**src/rtl/axi_rd_arbiter_pkg.sv**
```systemverilog
// Shared definitions for the AXI read-address arbiter and the bridge around it:
// AR ids, transfer size encodings and the grant selector.
package axi_rd_arbiter_pkg;

    localparam logic [3:0] ID_INST = 4'd0;
    localparam logic [3:0] ID_DATA = 4'd1;

    localparam logic [1:0] SIZE_B = 2'd0;
    localparam logic [1:0] SIZE_H = 2'd1;
    localparam logic [1:0] SIZE_W = 2'd2;

    typedef enum logic [1:0] {
        GNT_NONE = 2'd0,
        GNT_INST = 2'd1,
        GNT_DATA = 2'd2
    } grant_e;

    function automatic logic [2:0] ar_size_of(input logic [1:0] size);
        return {1'b0, size};
    endfunction

endpackage

```
**src/rtl/rd_wr_scoreboard.sv**
```systemverilog
// In-order circular FIFO of pending write word addresses with a parallel
// compare port; hit means the queried word still has a write in flight.
module rd_wr_scoreboard
    import axi_rd_arbiter_pkg::*;
#(
    parameter  int DEPTH = 4,
    localparam int PTR_W = $clog2(DEPTH),
    localparam int CNT_W = PTR_W + 1
) (
    input  logic             clk,
    input  logic             resetn,
    input  logic             push,
    input  logic [29:0]      push_addr,
    input  logic             pop,
    input  logic [29:0]      query_addr,
    output logic             hit,
    output logic             full,
    output logic [CNT_W-1:0] count
);

    logic [29:0]      mem_q [DEPTH];
    logic [PTR_W-1:0] wr_ptr_q, wr_ptr_d;
    logic [PTR_W-1:0] rd_ptr_q, rd_ptr_d;
    logic [CNT_W-1:0] count_q, count_d;
    logic             push_en, pop_en;
    logic [DEPTH-1:0] hit_vec;

    assign full    = (count_q == CNT_W'(DEPTH));
    assign count   = count_q;
    assign push_en = push && !full;
    assign pop_en  = pop && (count_q != '0);

    // An entry is live when its distance from the read pointer is below count.
    for (genvar gi = 0; gi < DEPTH; gi++) begin : g_cmp
        logic [PTR_W-1:0] offs;
        assign offs        = PTR_W'(gi) - rd_ptr_q;
        assign hit_vec[gi] = ({1'b0, offs} < count_q) && (mem_q[gi] == query_addr);
    end
    assign hit = |hit_vec;

    always_comb begin
        wr_ptr_d = wr_ptr_q;
        rd_ptr_d = rd_ptr_q;
        count_d  = count_q;
        if (push_en) wr_ptr_d = wr_ptr_q + 1'b1;
        if (pop_en)  rd_ptr_d = rd_ptr_q + 1'b1;
        case ({push_en, pop_en})
            2'b10:   count_d = count_q + 1'b1;
            2'b01:   count_d = count_q - 1'b1;
            default: count_d = count_q;
        endcase
    end

    always_ff @(posedge clk or negedge resetn) begin
        if (!resetn) begin
            wr_ptr_q <= '0;
            rd_ptr_q <= '0;
            count_q  <= '0;
        end else begin
            wr_ptr_q <= wr_ptr_d;
            rd_ptr_q <= rd_ptr_d;
            count_q  <= count_d;
        end
    end

    always_ff @(posedge clk) begin
        if (push_en) mem_q[wr_ptr_q] <= push_addr;
    end

endmodule

```
**src/rtl/axi_rd_arbiter.sv**
```systemverilog
// Arbitrates instruction fetch and data load onto one AR register stage,
// tracks outstanding reads per port and holds data reads that hit a pending write.
module axi_rd_arbiter
    import axi_rd_arbiter_pkg::*;
#(
    parameter int MAX_OUT      = 4,
    parameter int WR_DEPTH     = 4,
    parameter int STARVE_LIMIT = 3
) (
    input  logic        clk,
    input  logic        resetn,
    input  logic        s0_req,
    input  logic [31:0] s0_addr,
    input  logic [1:0]  s0_size,
    output logic        s0_addr_ok,
    output logic        s0_data_ok,
    input  logic        s1_req,
    input  logic [31:0] s1_addr,
    input  logic [1:0]  s1_size,
    output logic        s1_addr_ok,
    output logic        s1_data_ok,
    output logic        ar_valid,
    output logic [3:0]  ar_id,
    output logic [31:0] ar_addr,
    output logic [2:0]  ar_size,
    input  logic        ar_ready,
    input  logic        r_done,
    input  logic [3:0]  r_id,
    input  logic        wr_push,
    input  logic [31:0] wr_push_addr,
    input  logic        b_done,
    output logic        wr_full,
    output logic [2:0]  wr_pending
);

    localparam int SB_CNT_W = $clog2(WR_DEPTH) + 1;
    localparam int ST_W     = $clog2(STARVE_LIMIT + 1);

    logic          ar_valid_q, ar_valid_d;
    logic [3:0]    ar_id_q, ar_id_d;
    logic [31:0]   ar_addr_q, ar_addr_d;
    logic [2:0]    ar_size_q, ar_size_d;
    logic [3:0]    cnt0_q, cnt0_d, cnt1_q, cnt1_d;
    logic [ST_W-1:0] starve_q, starve_d;

    logic          ld, s0_elig, s1_elig, hazard, sb_hit, done0, done1;
    logic [SB_CNT_W-1:0] sb_count;
    grant_e        gnt;

    rd_wr_scoreboard #(.DEPTH(WR_DEPTH)) u_sb (
        .clk        (clk),
        .resetn     (resetn),
        .push       (wr_push),
        .push_addr  (wr_push_addr[31:2]),
        .pop        (b_done),
        .query_addr (s1_addr[31:2]),
        .hit        (sb_hit),
        .full       (wr_full),
        .count      (sb_count)
    );

    // A write accepted this very cycle is not yet in the scoreboard, so compare it directly.
    assign hazard  = sb_hit || (wr_push && (wr_push_addr[31:2] == s1_addr[31:2]));
    assign ld      = !ar_valid_q || ar_ready;
    assign s0_elig = resetn && s0_req && (cnt0_q < 4'(MAX_OUT));
    assign s1_elig = resetn && s1_req && (cnt1_q < 4'(MAX_OUT)) && !hazard;
    assign done0   = resetn && r_done && (r_id == ID_INST) && (cnt0_q != '0);
    assign done1   = resetn && r_done && (r_id == ID_DATA) && (cnt1_q != '0);

    always_comb begin
        gnt        = GNT_NONE;
        ar_valid_d = ar_valid_q;
        ar_id_d    = ar_id_q;
        ar_addr_d  = ar_addr_q;
        ar_size_d  = ar_size_q;
        cnt0_d     = cnt0_q;
        cnt1_d     = cnt1_q;
        starve_d   = starve_q;

        if (ld) begin
            if (s1_elig && !(s0_elig && starve_q >= ST_W'(STARVE_LIMIT))) gnt = GNT_DATA;
            else if (s0_elig)                                            gnt = GNT_INST;
        end

        case (gnt)
            GNT_INST: begin
                ar_valid_d = 1'b1;
                ar_id_d    = ID_INST;
                ar_addr_d  = s0_addr;
                ar_size_d  = ar_size_of(s0_size);
            end
            GNT_DATA: begin
                ar_valid_d = 1'b1;
                ar_id_d    = ID_DATA;
                ar_addr_d  = s1_addr;
                ar_size_d  = ar_size_of(s1_size);
            end
            default: if (ld) ar_valid_d = 1'b0;
        endcase

        case ({gnt == GNT_INST, done0})
            2'b10:   cnt0_d = cnt0_q + 1'b1;
            2'b01:   cnt0_d = cnt0_q - 1'b1;
            default: cnt0_d = cnt0_q;
        endcase
        case ({gnt == GNT_DATA, done1})
            2'b10:   cnt1_d = cnt1_q + 1'b1;
            2'b01:   cnt1_d = cnt1_q - 1'b1;
            default: cnt1_d = cnt1_q;
        endcase

        if (gnt == GNT_INST || !s0_req)
            starve_d = '0;
        else if (gnt == GNT_DATA && s0_elig && starve_q < ST_W'(STARVE_LIMIT))
            starve_d = starve_q + 1'b1;
    end

    always_ff @(posedge clk or negedge resetn) begin
        if (!resetn) begin
            ar_valid_q <= 1'b0;
            ar_id_q    <= '0;
            ar_addr_q  <= '0;
            ar_size_q  <= '0;
            cnt0_q     <= '0;
            cnt1_q     <= '0;
            starve_q   <= '0;
        end else begin
            ar_valid_q <= ar_valid_d;
            ar_id_q    <= ar_id_d;
            ar_addr_q  <= ar_addr_d;
            ar_size_q  <= ar_size_d;
            cnt0_q     <= cnt0_d;
            cnt1_q     <= cnt1_d;
            starve_q   <= starve_d;
        end
    end

    assign s0_addr_ok = (gnt == GNT_INST);
    assign s1_addr_ok = (gnt == GNT_DATA);
    assign s0_data_ok = done0;
    assign s1_data_ok = done1;
    assign ar_valid   = ar_valid_q;
    assign ar_id      = ar_id_q;
    assign ar_addr    = ar_addr_q;
    assign ar_size    = ar_size_q;
    assign wr_pending = 3'(sb_count);

endmodule
```
**config.mk**
```make
export PLATFORM = sky130hd
export DESIGN_NAME = axi_rd_arbiter
export DESIGN_NICKNAME = d
export VERILOG_FILES = /design/src/rtl/axi_rd_arbiter_pkg.sv /design/src/rtl/rd_wr_scoreboard.sv /design/src/rtl/axi_rd_arbiter.sv
export SDC_FILE = /design/constraint.sdc
export NUM_CORES = 1
export LEC_CHECK = 0
export ABC_CLOCK_PERIOD_IN_PS = 4200
export CAP_MARGIN = 20
export CORE_UTILIZATION = 25
export CTS_BUF_LIST = sky130_fd_sc_hd__clkbuf_2
export DETAILED_ROUTE_END_ITERATION = 10
export SKIP_CTS_REPAIR_TIMING = 1
export SYNTH_ARGS = -nofsm -noshare
export SYNTH_HDL_FRONTEND = slang
export SYNTH_HIERARCHICAL = 1
export SYNTH_SLANG_ARGS = --single-unit
```
**constraint.sdc**
```tcl
create_clock -name clk -period 4.2 [get_ports clk]
set_input_delay 1.05 -clock clk [delete_from_list [all_inputs] [get_ports clk]]
set_output_delay 1.05 -clock clk [all_outputs]
set_load 0.1 [all_outputs]
```
==> Word-level counts from Yosys, hierarchy flattened <==
Memory sizes are Yosys's and may differ from the RTL's.
Cells that the tools add are included.
{ "word_totals": {"regBits": 57, "ram_bits": 120, "in_bits": 112, "wordCells": 103, "memories": 1} }
{ "op_classes": {"addsub": 13, "magnitude_cmp": 8, "eq_ne": 15, "muxes": 15, "n_reduce_logical": 41} }
{ "mem_list": {"columns": ["name", "words", "width", "read_ports", "rd_clocked_by_memory_dff", "wr", "line_no", "rtl"], "rows": [
  ["u_sb.mem_q", 4, 30, 4, 0, 1, "rd_wr_scoreboard.sv:21", "logic [29:0] mem_q [DEPTH];"]
]} }
{ "ops": {"columns": ["operator", "count"], "rows": [
  ["equality test 30 bit", 5],
  ["case mux 32 bit (2 select lines)", 1],
  ["case mux 4 bit (2 select lines)", 3],
  ["logical AND 1 bit", 21],
  ["< comparator 2 x 3 -> 1 bit", 4],
  ["case mux 3 bit (2 select lines)", 2],
  ["nonzero test 2 bit", 6],
  ["adder 4 x 1 -> 4 bit (second input constant)", 2],
  ["equality test 2 x 1 -> 1 bit (second input constant)", 4],
  ["equality test 2 bit (second input constant)", 4],
  ["< comparator 4 x 3 -> 1 bit (second input constant)", 2],
  ["two-way mux 2 bit", 4],
  ["nonzero test 4 bit", 2],
  ["subtractor 4 x 1 -> 4 bit (second input constant)", 2],
  ["adder 2 x 1 -> 2 bit (second input constant)", 3],
  ["logical NOT 1 bit", 5],
  ["two-way mux 1 bit", 5],
  ["equality test 4 x 1 -> 1 bit (second input constant)", 1],
  ["logical NOT 4 bit", 1],
  ["OR reduction 4 bit", 1],
  ["subtractor 1 x 2 -> 2 bit (first input constant)", 2],
  ["subtractor 2 bit (first input constant)", 2],
  ["adder 3 x 1 -> 3 bit (second input constant)", 1],
  ["equality test 3 bit (second input constant)", 1],
  ["other kinds (6)", 8]
]} }

==> Depth between registers and ports, before layout <==
{ "depth": {"word_depth": 15, "mapped_depth": 20, "depth_no_buf": 18} }

==> Modules after synthesis <==
Netlist, hierarchy kept.
{ "modules_own_cells": {"columns": ["mod", "instances", "cells_per_inst", "area_each_um2", "seq_area_each_um2"], "rows": [
  ["rd_wr_scoreboard", 1, 339, 5457.7, 3778.6],
  ["axi_rd_arbiter", 1, 270, 2701.3, 1151.1]
]} }

==> Worst setup path after synthesis <==
Ideal clock, no wire load.
{ "synth_timing": {"path_kind": "register to register", "startpoint": "reg u_sb.count_q[1] (netlist: u_sb/count[1])", "endpoint": "reg cnt1_q[2]", "setup_ps": 125, "arrival_ps": 5173, "slack_ps": -1098, "path_stages_with_launch": 21, "period_less_slack_ps": 5298, "path_cell_list": "dfrtp_1 inv_1 ha_1 a211oi_1 nor4_1 nand4_1 or4_1 nand4_1 a211o_1 nor3_1 ha_1 clkbuf_1 buf_2 inv_2 ha_1 xor2_1 ha_1 a21oi_1 xor2_1 nor2_1 xor2_1"} }
{ "synth_via": {"elab_chain_cells": 12} }
{ "synth_lines": {"columns": ["element", "line_no", "rtl"], "rows": [
  ["from (decl)", "rd_wr_scoreboard.sv:24", "logic [CNT_W-1:0] count_q, count_d;"],
  ["from (signal assigned)", "rd_wr_scoreboard.sv:62", "count_q <= count_d;"],
  ["< comparator 2 x 3 -> 1 bit", "rd_wr_scoreboard.sv:37", "assign hit_vec[gi] = ({1'b0, offs} < count_q) && (mem_q[gi] == query_addr);"],
  ["logical AND 1 bit", "rd_wr_scoreboard.sv:37", null],
  ["OR reduction 4 bit (*)", "rd_wr_scoreboard.sv:39", "assign hit = |hit_vec;"],
  ["named net sb_hit", "axi_rd_arbiter.sv:46", "logic ld, s0_elig, s1_elig, hazard, sb_hit, done0, done1;"],
  ["logical OR 1 bit (*)", "axi_rd_arbiter.sv:63", "assign hazard = sb_hit || (wr_push && (wr_push_addr[31:2] == s1_addr[31:2]));"],
  ["logical NOT 1 bit (*)", "axi_rd_arbiter.sv:66", "assign s1_elig = resetn && s1_req && (cnt1_q < 4'(MAX_OUT)) && !hazard;"],
  ["logical AND 1 bit (*)", "axi_rd_arbiter.sv:66", null],
  ["logical AND 1 bit (*)", "axi_rd_arbiter.sv:81", "if (s1_elig && !(s0_elig && starve_q >= ST_W'(STARVE_LIMIT))) gnt = GNT_DATA;"],
  ["two-way mux 2 bit (*)", "axi_rd_arbiter.sv:81", null],
  ["two-way mux 2 bit (*)", "axi_rd_arbiter.sv:80", "if (ld) begin"],
  ["equality test 2 bit (*)", null, null],
  ["named net s1_addr_ok", "axi_rd_arbiter.sv:20", "output logic s1_addr_ok,"],
  ["equality test 2 x 1 -> 1 bit / equality test 2 bit (equally long branches)", "axi_rd_arbiter.sv:106", "case ({gnt == GNT_DATA, done1})"],
  ["case mux 4 bit (2 select lines) / nonzero test 2 bit (equally long branches)", null, null],
  ["to (signal assigned)", "axi_rd_arbiter.sv:133", "cnt1_q <= cnt1_d;"],
  ["to (decl)", "axi_rd_arbiter.sv:43", "logic [3:0] cnt0_q, cnt0_d, cnt1_q, cnt1_d;"]
]} }
Mark *: on every way through the listed nets, which the timed path passes. The rest lies on a longest branch.
A chain may end at the register's enable or synchronous reset.

==> Final worst setup path <==
{ "layout_timing": {"startpoint": "in s1_addr[20]", "endpoint": "out s1_addr_ok"} }
{ "layout_via": {"elab_chain_cells": 10} }
{ "layout_lines": {"columns": ["element", "line_no", "rtl"], "rows": [
  ["from (decl)", "axi_rd_arbiter.sv:18", "input logic [31:0] s1_addr,"],
  ["equality test 30 bit", "rd_wr_scoreboard.sv:37", null],
  ["logical AND 1 bit", "rd_wr_scoreboard.sv:37", null],
  ["OR reduction 4 bit (*)", "rd_wr_scoreboard.sv:39", null],
  ["named net sb_hit", "axi_rd_arbiter.sv:46", null],
  ["logical OR 1 bit (*)", "axi_rd_arbiter.sv:63", null],
  ["logical NOT 1 bit (*)", "axi_rd_arbiter.sv:66", null],
  ["logical AND 1 bit (*)", "axi_rd_arbiter.sv:66", null],
  ["logical AND 1 bit (*)", "axi_rd_arbiter.sv:81", null],
  ["two-way mux 2 bit (*)", "axi_rd_arbiter.sv:81", null],
  ["two-way mux 2 bit (*)", "axi_rd_arbiter.sv:80", null],
  ["equality test 2 bit (*)", "axi_rd_arbiter.sv:139", "assign s1_addr_ok = (gnt == GNT_DATA);"],
  ["to (decl)", "axi_rd_arbiter.sv:20", null]
]} }
Marks and branches as above.

==> metrics.md <==
| Metric | Value |
|---|---|
| Status | finished, violations left |
| Failing checks | negative setup slack |
| Post-synth EDFFs | 120 |
| Count of final hold-check violations | 0 |
| Synth unique cells | 43 |
| Max Cap Viol | 0 |
| First-pass GRT wire length | 35.8 mm |
| CP top delay family | simple AND/OR/NAND/NOR gates |
| CP max stage delay | 450 ps |
| Worst path slowest cell | clkdlybuf4s50_1 |
| DP Cell Count | 1299 |
| CTS Buf Count | 17 |
| Initial Utilization | 0.257 |
| DP Wirelength | 19.3 mm |
| HP Class | in2async |
| CTS tree | built |
| Lkg Pwr | 4.40 nW |
| Overflow after GRT | 0 |
| RSZ-0062 raised after global routing | true |
| Final period utilization | 1.12 |
| Layout fillers | 3078 |
| Post-Syn Instances | 609 |
| CP bufs+invs | 4 |
| Syn Area/Cell | roughly 13 um2 |
| Dominant synthesized flop cell | edfxtp_1 |
| Arr. time, crit path | roughly 3700 ps |
| Sequential area share after synthesis | 0.604 |
| Clock root buffer | clkbuf_2 |
| Clock share of power | 0.131 |
| Worst-path maximum fanout | 3 |
| Worst slew pin tran | 1060 ps |
| Largest net degree at the start of global routing | 35 |
| # rows | 65 |
| Max_slew headroom | 0.292 |
| Post-route ant nets | 0 |
| Layout Cells excl Fill | 1336 |
| Port Buf Inserts | 153 |
| Yosys reg bits | 173 |
| Crit end category | primary output |
| Initial antenna violation count | 3 |
| Setup ws final | -506 ps |
| All-Layer GR Usage | 0.150 |
| CP Cell Sequence | clkdlybuf4s50_1 -> xor2_1 -> buf_4 -> nor4_1 -> nand4_1 -> or4_1 -> nand4_1 -> a211o_1 -> buf_6 -> o211ai_1 -> ha_4 -> buf_12 |
| Max H-tree Level | 4 |
| Crit path launch type | primary input |
| DRT iter0 DRCs | between 400 and 500 |
| Final net count | 1018 |
| Vias/cell | between 4 and 5 |
| Die span in x | 183 um |
| Clock skew | between 40 and 50 ps |
| Crit path kind | in2out |
| Comb pwr share | 0.499 |
| Maximum vdd ir drop | 0.362 mV |
| CTS clock-pin slew for the worst setup and hold paths | 290 ps |
| Storage cell area | 0.00494 mm2 |
| Routed Wire Length | 24.5 mm |
| Yosys Warn Count | 6 |
| Most used cell, CP | nand4_1 |
| Clock Sinks | 173 |
| Async SR Flop Fraction | 0.306 |
| PwrDens | about 600 mW/mm2 |
| Area Overhead vs Synth | 42.6% |
| GP Congestion | 0.835 |
| Mapped Area | 0.00816 mm2 |
| Die ar. | approximately 0.033 mm2 |
| Sw frac | 0.476 |
| Core area | 0.0318 mm2 |
| Drt drc | 0 |
| Wirelength per Cell | 18.4 um |
| Top Ports | 160 |
| Die Y | roughly 180 um |
| Via count | 5700 |
| Layout cells sized above 1 | 0.212 |
| Sequential share of power | 0.371 |
| Min cycle time layout | ~4700 ps |
| Worst Path Required | 3150 ps |
| Vias in the first global route | slightly below 6k |
| Psw | 0.00331 W |
| Multi-input logic area | 0.00326 mm2 |
| Clock tree buffer depth | 2 |
| Worst-Skew Late Latency | 770 ps |
| Max Slew Vio Count | 0 |
| 1st-pass router iterations | 5 |
| Max Freq | 212 MHz |
| Power Internal | between 0.003 and 0.004 W |
| Post-layout util | 0.366 |
| Final setup viols | 2 |
[sequential cells by signal (all words and copies together) (netlist names)]
register / cells
ar_addr: 32
ar_id: 1
ar_size: 2
ar_valid: 1
cnt0_q: 4
cnt1_q: 4
starve_q: 2
u_sb/count: 3
u_sb/mem_q: 120
u_sb/rd_ptr_q: 2
u_sb/wr_ptr_q: 2
[cells in the mapped netlist, types with 2 or more instances]
| cell | count | area (um2) |
|---|---|---|
| a21oi_1 | 4 | 20.0 |
| fa_1 | 2 | 40.0 |
| xnor2_1 | 108 | 946 |
| nand2_1 | 46 | 173 |
| nand4_1 | 28 | 175 |
| nand3_1 | 2 | 10.0 |
| nor2b_1 | 2 | 12.5 |
| o211ai_1 | 2 | 15.0 |
| buf_2 | 3 | 15.0 |
| and2_1 | 4 | 25.0 |
| nor2_1 | 7 | 26.3 |
| buf_4 | 4 | 30.0 |
| a2111oi_0 | 3 | 26.3 |
| a2111o_1 | 2 | 22.5 |
| xor2_1 | 59 | 517 |
| mux2i_1 | 35 | 350 |
| o21ai_1 | 35 | 175 |
| nor4_1 | 14 | 87.6 |
| inv_1 | 14 | 52.6 |
| nor3_1 | 5 | 25.0 |
| a211oi_1 | 3 | 22.5 |
| ha_1 | 18 | 225 |
| clkbuf_1 | 13 | 48.8 |
| edfxtp_1 | 120 | 3600 |
| o21ai_0 | 5 | 25.0 |
| or4_1 | 2 | 15.0 |
| dfrtp_1 | 53 | 1330 |
[final timing paths]
| path | end | slack [ps] | cells past startpoint | from |
|---|---|---|---|---|
| worst max-delay path | s1_addr_ok | -510 | 12 | s1_addr[20] |
| worst min-delay path | ar_addr[1] | 250 | 2 | resetn |
| worst max register to register | cnt1_q[3] | 310 | 18 | u_sb/count[1] |
| worst min register to register | cnt1_q[3] | 520 | 1 | cnt1_q[3] |
| max in group asynchronous | u_sb/count[2] | 3450 | 2 | resetn |
| min in group clk | cnt1_q[3] | 520 | 1 | cnt1_q[3] |
[layout make-up]
| class | instances | area share |
|---|---|---|
| antenna | 2 | 0.000430 |
| clock inverter | 15 | 0.0144 |
| clock buffer | 17 | 0.00731 |
| multi-input combinational | 404 | 0.281 |
| sequential | 173 | 0.424 |
| tap | 435 | 0.0468 |
| inverter | 15 | 0.00516 |
| timing repair buffer | 275 | 0.221 |
[metal layers]
layer | share of wire | track usage | vias to the layer above
met4 | 0.022 | 0.0504 | 2
met1 | 0.45 | 0.204 | 2743
li1 | - | - | 2726
met5 | 0.00053 | 0 | -
met3 | 0.074 | 0.0355 | 28
met2 | 0.45 | 0.231 | 201
[power by group through the flow]
stage / clock network [W] / logic (W) / registers, W
5_1_grt: 0.00103 / 0.00366 / 0.00263
4_1_cts: 0.000953 / 0.00339 / 0.00257
2_1_floorplan: 0 / 0.000989 / 0.00389
3_5_place_dp: 0 / 0.00338 / 0.00262
3_3_place_gp: 0 / 0.00336 / 0.00260
6_report: 0.000910 / 0.00347 / 0.00258
[placed cells by master (no fill, tap or decap), drive strengths merged, types with 2 or more instances in the layout]
| master | instances |
|---|---|
| dfrtp | 53 |
| clkinvlp | 3 |
| o211ai | 2 |
| mux2i | 35 |
| a2111oi | 3 |
| nand2 | 46 |
| nand4 | 29 |
| and2 | 4 |
| or4 | 3 |
| nor4 | 15 |
| ha | 18 |
| clkinv | 3 |
| nor2 | 7 |
| a21oi | 4 |
| nand3 | 2 |
| xor2 | 59 |
| fa | 2 |
| diode | 2 |
| inv | 23 |
| buf | 128 |
| dlymetal6s2s | 16 |
| xnor2 | 108 |
| a2111o | 2 |
| edfxtp | 120 |
| conb | 4 |
| clkdlybuf4s50 | 131 |
| nor2b | 2 |
| nor3 | 5 |
| clkbuf | 17 |
| o21ai | 40 |
| a211oi | 3 |
[worst register-to-register path: cells and delay by family, from the launching register on]
family	cells	cell delay, ps
flip-flops	1	500
AO/OA/AOI/OAI	6	1330
adder cells (fa/ha/maj)	3	650
XOR/XNOR	1	160
buffers and inverters	5	640
AND/OR/NAND/NOR	3	560
[logic make-up after synthesis]
| group | Yosys count | share of synthesized area |
|---|---|---|
| other | 1 | 0.000460 |
| adder cells (fa/ha/maj) | 20 | 0.0325 |
| XOR/XNOR | 167 | 0.179 |
| AO/OA/AOI/OAI | 59 | 0.0429 |
| AND/OR/NAND/NOR | 118 | 0.0779 |
| flip-flops | 173 | 0.604 |
| multiplexers | 36 | 0.0443 |
| buffers and inverters | 35 | 0.0184 |
[metrics by stage]
step	power [W]	hold WS [ps]	cell area (um2)	setup TNS [ps]	worst slack (ps)
final	0.00696	252	11600	-929	-506
after CTS	0.00691	166	11400	-1880	-949
after global placement	0.00596	472	11200	-15660	-782
after floorplan	0.00488	464	8230	-23.9	-23.4
after global routing	0.00732	144	11600	-1270	-686
after detailed placement	0.00600	478	11200	-17080	-795
Power figures use the tool's default switching activity.
